===== config.mk =====
export PLATFORM = sky130hd
export DESIGN_NAME = pif_flasher_multi
export DESIGN_NICKNAME = d
export VERILOG_FILES = /design/src/rtl/pif_flasher_multi.sv
export SDC_FILE = /design/constraint.sdc
export NUM_CORES = 1
export LEC_CHECK = 0
export CAP_MARGIN = 0
export CORE_ASPECT_RATIO = 0.75
export CORE_MARGIN = 2
export CORE_UTILIZATION = 60
export CTS_CLUSTER_SIZE = 16
export DETAILED_ROUTE_END_ITERATION = 10
export PLACE_DENSITY = 0.77
export SLEW_MARGIN = 20
export SYNTH_ARGS = -nofsm -noshare
export SYNTH_HDL_FRONTEND = slang
export SYNTH_SLANG_ARGS = --single-unit
export TNS_END_PERCENT = 5

===== constraint.sdc =====
create_clock -name osc -period 2.6 [get_ports osc]
set_input_delay 0.78 -clock osc [delete_from_list [all_inputs] [get_ports osc]]
set_output_delay 0.78 -clock osc [all_outputs]
set_load 0.02 [all_outputs]

===== src/rtl/pif_flasher_multi.sv =====
// Multi-channel active-low LED flasher (off/on/blink/breathe); PIF_FLASH_GAMMA_EN squares the breathe ramp.
// Latency: tick edge to first affected led_n is 2 cycles; no backpressure, the config port accepts every write.
module pif_flasher_multi #(
    parameter int CHANNELS = 4,
    parameter int CHW      = 2,
    parameter int B        = 5,
    parameter int TICK_DIV = 177333,
    parameter int DIVW     = 18
) (
    input  logic                osc,
    input  logic                sys_rst,
    input  logic                cfg_we,
    input  logic [CHW-1:0]      cfg_ch,
    input  logic [1:0]          cfg_mode,
    input  logic [B-1:0]        cfg_level,
    output logic [CHANNELS-1:0] led_n,
    output logic                tick
);

    typedef enum logic [1:0] {
        MODE_OFF     = 2'd0,
        MODE_ON      = 2'd1,
        MODE_BLINK   = 2'd2,
        MODE_BREATHE = 2'd3
    } mode_e;

    localparam logic [DIVW-1:0] RELOAD = DIVW'(TICK_DIV - 1);

    logic [DIVW-1:0]     presc_q;
    logic                tick_q;
    logic [B:0]          rc_q;
    mode_e               mode_q    [CHANNELS];
    logic [B-1:0]        level_q   [CHANNELS];
    logic [B-1:0]        duty_sh_q [CHANNELS];
    logic [B:0]          acc_q     [CHANNELS];
    logic [CHANNELS-1:0] led_n_q;

    logic [B-1:0]        tri_w;
    logic [B-1:0]        breathe_w;
    logic [B-1:0]        duty_d    [CHANNELS];

    // Triangle: up-count in the first half of the ramp, mirrored in the second.
    always_comb begin
        tri_w = rc_q[B] ? ~rc_q[B-1:0] : rc_q[B-1:0];
    end

`ifdef PIF_FLASH_GAMMA_EN
    logic [2*B-1:0] tri_sq;
    always_comb begin
        tri_sq    = {{B{1'b0}}, tri_w} * {{B{1'b0}}, tri_w};
        breathe_w = B'(tri_sq >> B);
    end
`else
    always_comb begin
        breathe_w = tri_w;
    end
`endif

    always_comb begin
        for (int i = 0; i < CHANNELS; i++) begin
            duty_d[i] = '0;
            case (mode_q[i])
                MODE_OFF:     duty_d[i] = '0;
                MODE_ON:      duty_d[i] = level_q[i];
                MODE_BLINK:   duty_d[i] = rc_q[B] ? '0 : level_q[i];
                MODE_BREATHE: duty_d[i] = breathe_w;
                default:      duty_d[i] = '0;
            endcase
        end
    end

    always_ff @(posedge osc) begin
        if (sys_rst) begin
            presc_q <= RELOAD;
            tick_q  <= 1'b0;
            rc_q    <= '0;
            led_n_q <= '1;
            for (int i = 0; i < CHANNELS; i++) begin
                mode_q[i]    <= MODE_OFF;
                level_q[i]   <= '0;
                duty_sh_q[i] <= '0;
                acc_q[i]     <= '0;
            end
        end else begin
            if (presc_q == '0) begin
                presc_q <= RELOAD;
                tick_q  <= 1'b1;
            end else begin
                presc_q <= presc_q - 1'b1;
                tick_q  <= 1'b0;
            end

            if (tick_q) begin
                rc_q <= rc_q + 1'b1;
            end

            // Shadow and accumulator restart together so every window starts clean.
            for (int i = 0; i < CHANNELS; i++) begin
                if (tick_q) begin
                    duty_sh_q[i] <= duty_d[i];
                    acc_q[i]     <= '0;
                end else begin
                    acc_q[i] <= {1'b0, acc_q[i][B-1:0]} + {1'b0, duty_sh_q[i]};
                end
                led_n_q[i] <= ~acc_q[i][B];
                if (cfg_we && (cfg_ch == CHW'(i))) begin
                    mode_q[i]  <= mode_e'(cfg_mode);
                    level_q[i] <= cfg_level;
                end
            end
        end
    end

    assign led_n = led_n_q;
    assign tick  = tick_q;

endmodule


### After elaboration in Yosys (flattened, before gate mapping)

Memories as Yosys holds them, arrays and structs flattened.
Index checks and enable logic that the tools add are counted.

* add/subtract/negate cells: 6
* eq/ne operators: 15
* mux-type cells: 50
* bitwise operators: 25
* reduce and logical (&&, ||, !) cells: 11

Operators with widths (number)
* $pmux 5 s4: 4
* $mux 5: 13
* $mux 6: 8
* $add 5x5->6: 4
* $mux 1: 21
* $eq 2x2->1 const B: 10
* $or 1x1->1: 20
* $logic_not 18->1: 1
* $sub 18x1->18 const B: 1
* $eq 2x1->1 const B: 5
* $logic_not 2->1: 5
* $mux 2: 4
* $add 6x1->6 const B: 1
* $not 5->5: 1
* $logic_and 1x1->1: 4
* $not 1->1: 4
* $reduce_or 2->1: 1

* bits in registers: 29
* bits in writable memories: 72
* input bits: 12
* output and inout bits: 5
* memories: 4

Memory list
* acc_q: words 4, width 6, rd ports 4, clocked after Yosys merged registers in 0, wr ports 4, RTL line 35 `logic [B:0] acc_q [CHANNELS];`
* duty_sh_q: words 4, width 5, rd ports 4, clocked after Yosys merged registers in 0, wr ports 4, RTL line 34 `logic [B-1:0] duty_sh_q [CHANNELS];`
* level_q: words 4, width 5, rd ports 4, clocked after Yosys merged registers in 0, wr ports 4, RTL line 33 `logic [B-1:0] level_q [CHANNELS];`
* mode_q: words 4, width 2, rd ports 4, clocked after Yosys merged registers in 0, wr ports 4, RTL line 32 `mode_e mode_q [CHANNELS];`

### Longest topological paths before layout

* word-level depth: 6
* depth in mapped cells: 6

### Worst setup path after synthesis

Ideal clock, no wire load.

* path type: input to register
* start point: input port sys_rst
* end point: memory duty_sh_q[0][0], enable pin
* library setup time: 392 ps
* arrival: 1943 ps
* required time: 2208 ps
* setup slack: 265 ps
* stages on the path: 4
* buffers on the path: 2
* path through: clkbuf_1 -> nor2_1 -> inv_1 -> clkbuf_1

RTL lines
* from (decl): RTL line 11 `input logic sys_rst,`
* to (decl): RTL line 34

### Final worst setup path

* start point: register tick_q, in the netlist tick
* end point: output port tick

RTL lines
* from (decl): RTL line 30 `logic tick_q;`
* from (signal assigned): RTL line 75 `tick_q <= 1'b0;`
* from (signal assigned): RTL line 87 `tick_q <= 1'b1;`
* from (signal assigned): RTL line 90 `tick_q <= 1'b0;`
* to (decl): RTL line 17 `output logic tick`

No word-level cell between the ends.

==> flow_summary.json <==
{
  "post-cts-setup-buffers": 0,
  "synth_enable_flop_cells": 72,
  "crit_path_start_kind": "flop",
  "yosys_warnings": 0,
  "post-route-period-util_pct": 80.52,
  "max_stage_delay_ns": 0.62,
  "nNetsFinal": 513,
  "start_util_pct": 62.89,
  "htreeDepth": 3,
  "hpwl_um": 7169,
  "via_per_inst": 5.802,
  "slew_headroom_pct": 60.65,
  "synth_top_area_cell": "edfxtp_1",
  "worstSetupPathType": "reg2out",
  "critPathRequiredTime_ns": 1.82,
  "track_usage_pct": 23.12,
  "final_cells": 585,
  "powerDensity_mw_per_mm2": 652.1,
  "postCtsHoldBufs": 0,
  "placementRows": 28,
  "dp_cells": 569,
  "first_global_vias": 3261,
  "min_path_type": "reg2reg",
  "ios": 17,
  "firstDrtPassIters": 5,
  "cts_tree": "yes",
  "cp_num_buf_inv": 1,
  "hold_viol_final": 0,
  "end_kind": "output pin",
  "drive_gt1_share_pct": 7.708,
  "utilization_pct": 71.65,
  "portBuffers": 16,
  "tightestPinTransition_ns": 0.5895,
  "clock_skew_ns": 0.009770,
  "cts_buffer_depth": 2,
  "antenna_found_initial": 0,
  "cpMaxStageDelayCell": "clkdlybuf4s50_1",
  "synth.distinct_cells": 41,
  "grt_start_max_net_pins": 33,
  "netlist_top_cells_area": "edfxtp_1 (43%), dfxtp_1 (11%), ha_1 (5.4%)",
  "grt_pass1_wl_um": 16110,
  "core_area_mm2": 0.008058,
  "cts_sinks": 101,
  "die_w_um": 110.1,
  "grt_overflow_total": 0,
  "wire_per_inst_um": 16.55,
  "detail-route-antenna-nets": 0,
  "synth_seq_cells": 101,
  "area_growth_pct": 13.93,
  "layout_setup_ws_ns": 0.5066,
  "drv_slew": 0,
  "period_minus_slack_ns": 2.093,
  "status": "finished clean",
  "clock_latency_ns": 0.34,
  "dpl-instance-area_mm2": 0.005446,
  "die_y_um": 83.59,
  "p_leak_nw": 2.202,
  "rsz0062_at_grt": "false",
  "cp_top_family": "buffers and inverters",
  "synth_ff_type": "edfxtp_1",
  "critPathArrivalTime_ns": 1.31,
  "yosysTopAreaCellShare_pct": 42.67,
  "synthArstFlopShare_pct": 0,
  "cts_resized": 0,
  "wl_um": 9681,
  "syn-instance-count": 436,
  "vias": 3394,
  "max_cap_violations": 0,
  "cts.reportedPaths.clkPinSlew_ns": 0.06,
  "fin_area_mm2": 0.005773,
  "holdWs_ns": 0.4276,
  "synth_area_mm2": 0.005067,
  "tns_ns": 0,
  "place_congestion": 0.8042,
  "dp_slack_ns": 0.2712,
  "antenna_cells": 0,
  "seq_area_frac_synth_pct": 54.12,
  "p_total_mw": 3.765,
  "first_iter_violations": 297,
  "max_freq_ghz": 0.4777,
  "die_area_mm2": 0.009204,
  "cp_cell_sequence": "clkdlybuf4s50_1",
  "clock-root-buffer": "clkbuf_16",
  "avgSynthCellArea_um2": 11.62,
  "setup_viol": 0,
  "crit_fanout": 2,
  "post-route-drc-count": 0,
  "cts_made_buffers": 9,
  "ir_worst_vdd_uv": 453.7
}
sequential cells by signal (all words and copies together), names as in the netlist:
register	count
mode_q	8
acc_q	24
rc_q	6
level_q	20
duty_sh_q	20
tick	1
presc_q	18
led_n	4
Yosys cell counts (all sizes together) (8+ instances only):
master / count
xnor2: 17
a21o: 12
o21ai: 12
inv: 8
dfxtp: 29
nor2: 51
a22oi: 16
nor3: 8
nor2b: 8
mux2i: 17
clkbuf: 19
ha: 22
nand2b: 9
and2: 36
xor2: 11
o2bb2ai: 16
a21oi: 11
nand2: 16
edfxtp: 72
where the power goes:
group	internal, mW	leakage (nW)	switching, mW	total [mW]
clock network	0.897	0.160	0.541	1.44
logic	0.197	1.10	0.204	0.401
registers	1.84	0.946	0.0822	1.93
total	2.94	2.20	0.828	3.76
path summary, 6_finish.rpt:
path	endpoint	slack, ns	start	cells past startpoint
max	tick	0.51	tick	1
min	led_n[3]	0.43	acc_q[3][5]	1
min reg2reg	led_n[3]	0.43	acc_q[3][5]	1
max reg2reg	acc_q[2][4]	0.74	duty_sh_q[2][0]	6
placed cells by master, fill, tap and decap left out, types with 7 or more instances in the layout:
cell type        instances
buf_4                    7
clkdlybuf4s50_1         16
edfxtp_1                72
nor3_1                   7
nand2b_1                 9
a21o_1                  12
nor2_1                  51
nor2b_1                  8
dfxtp_1                 29
xnor2_1                 17
mux2i_1                 17
conb_1                  24
inv_1                    8
xor2_1                  11
a21oi_1                 11
o21ai_0                 12
a22oi_1                 16
ha_1                    22
nand2_1                 16
o2bb2ai_1               16
clkbuf_16                9
and2_1                  36
per-layer routing:
| layer | vias up | routed length [um] | GRT usage [%] |
|---|---|---|---|
| met4 | 0 | 123 | 6.364 |
| li1 | 1652 | - | - |
| met5 | - | 0 | 0 |
| met2 | 102 | 4488 | 34.91 |
| met1 | 1628 | 4603 | 32.80 |
| met3 | 12 | 466 | 6.401 |
cells by family after synthesis:
logic type	Yosys count	synth area share (%)
AO/OA/AOI/OAI	83	11.78
flip-flops	101	54.12
XOR/XNOR	28	4.839
buffers and inverters	27	2.000
adder cells (fa/ha/maj)	26	7.012
other	1	0.07400
AND/OR/NAND/NOR	149	15.93
multiplexers	21	4.247
area by class of cell:
type	count	area, um^2
clock buffers	13	260.3
clock inverters	3	66.31
fillers	598	2285
inverters	8	30.03
multi-input cells	331	2310
flip-flops and latches	101	2743
well taps	105	131.4
repair buffers	24	232.7
Note: power is estimated with default switching activity, not from simulation.
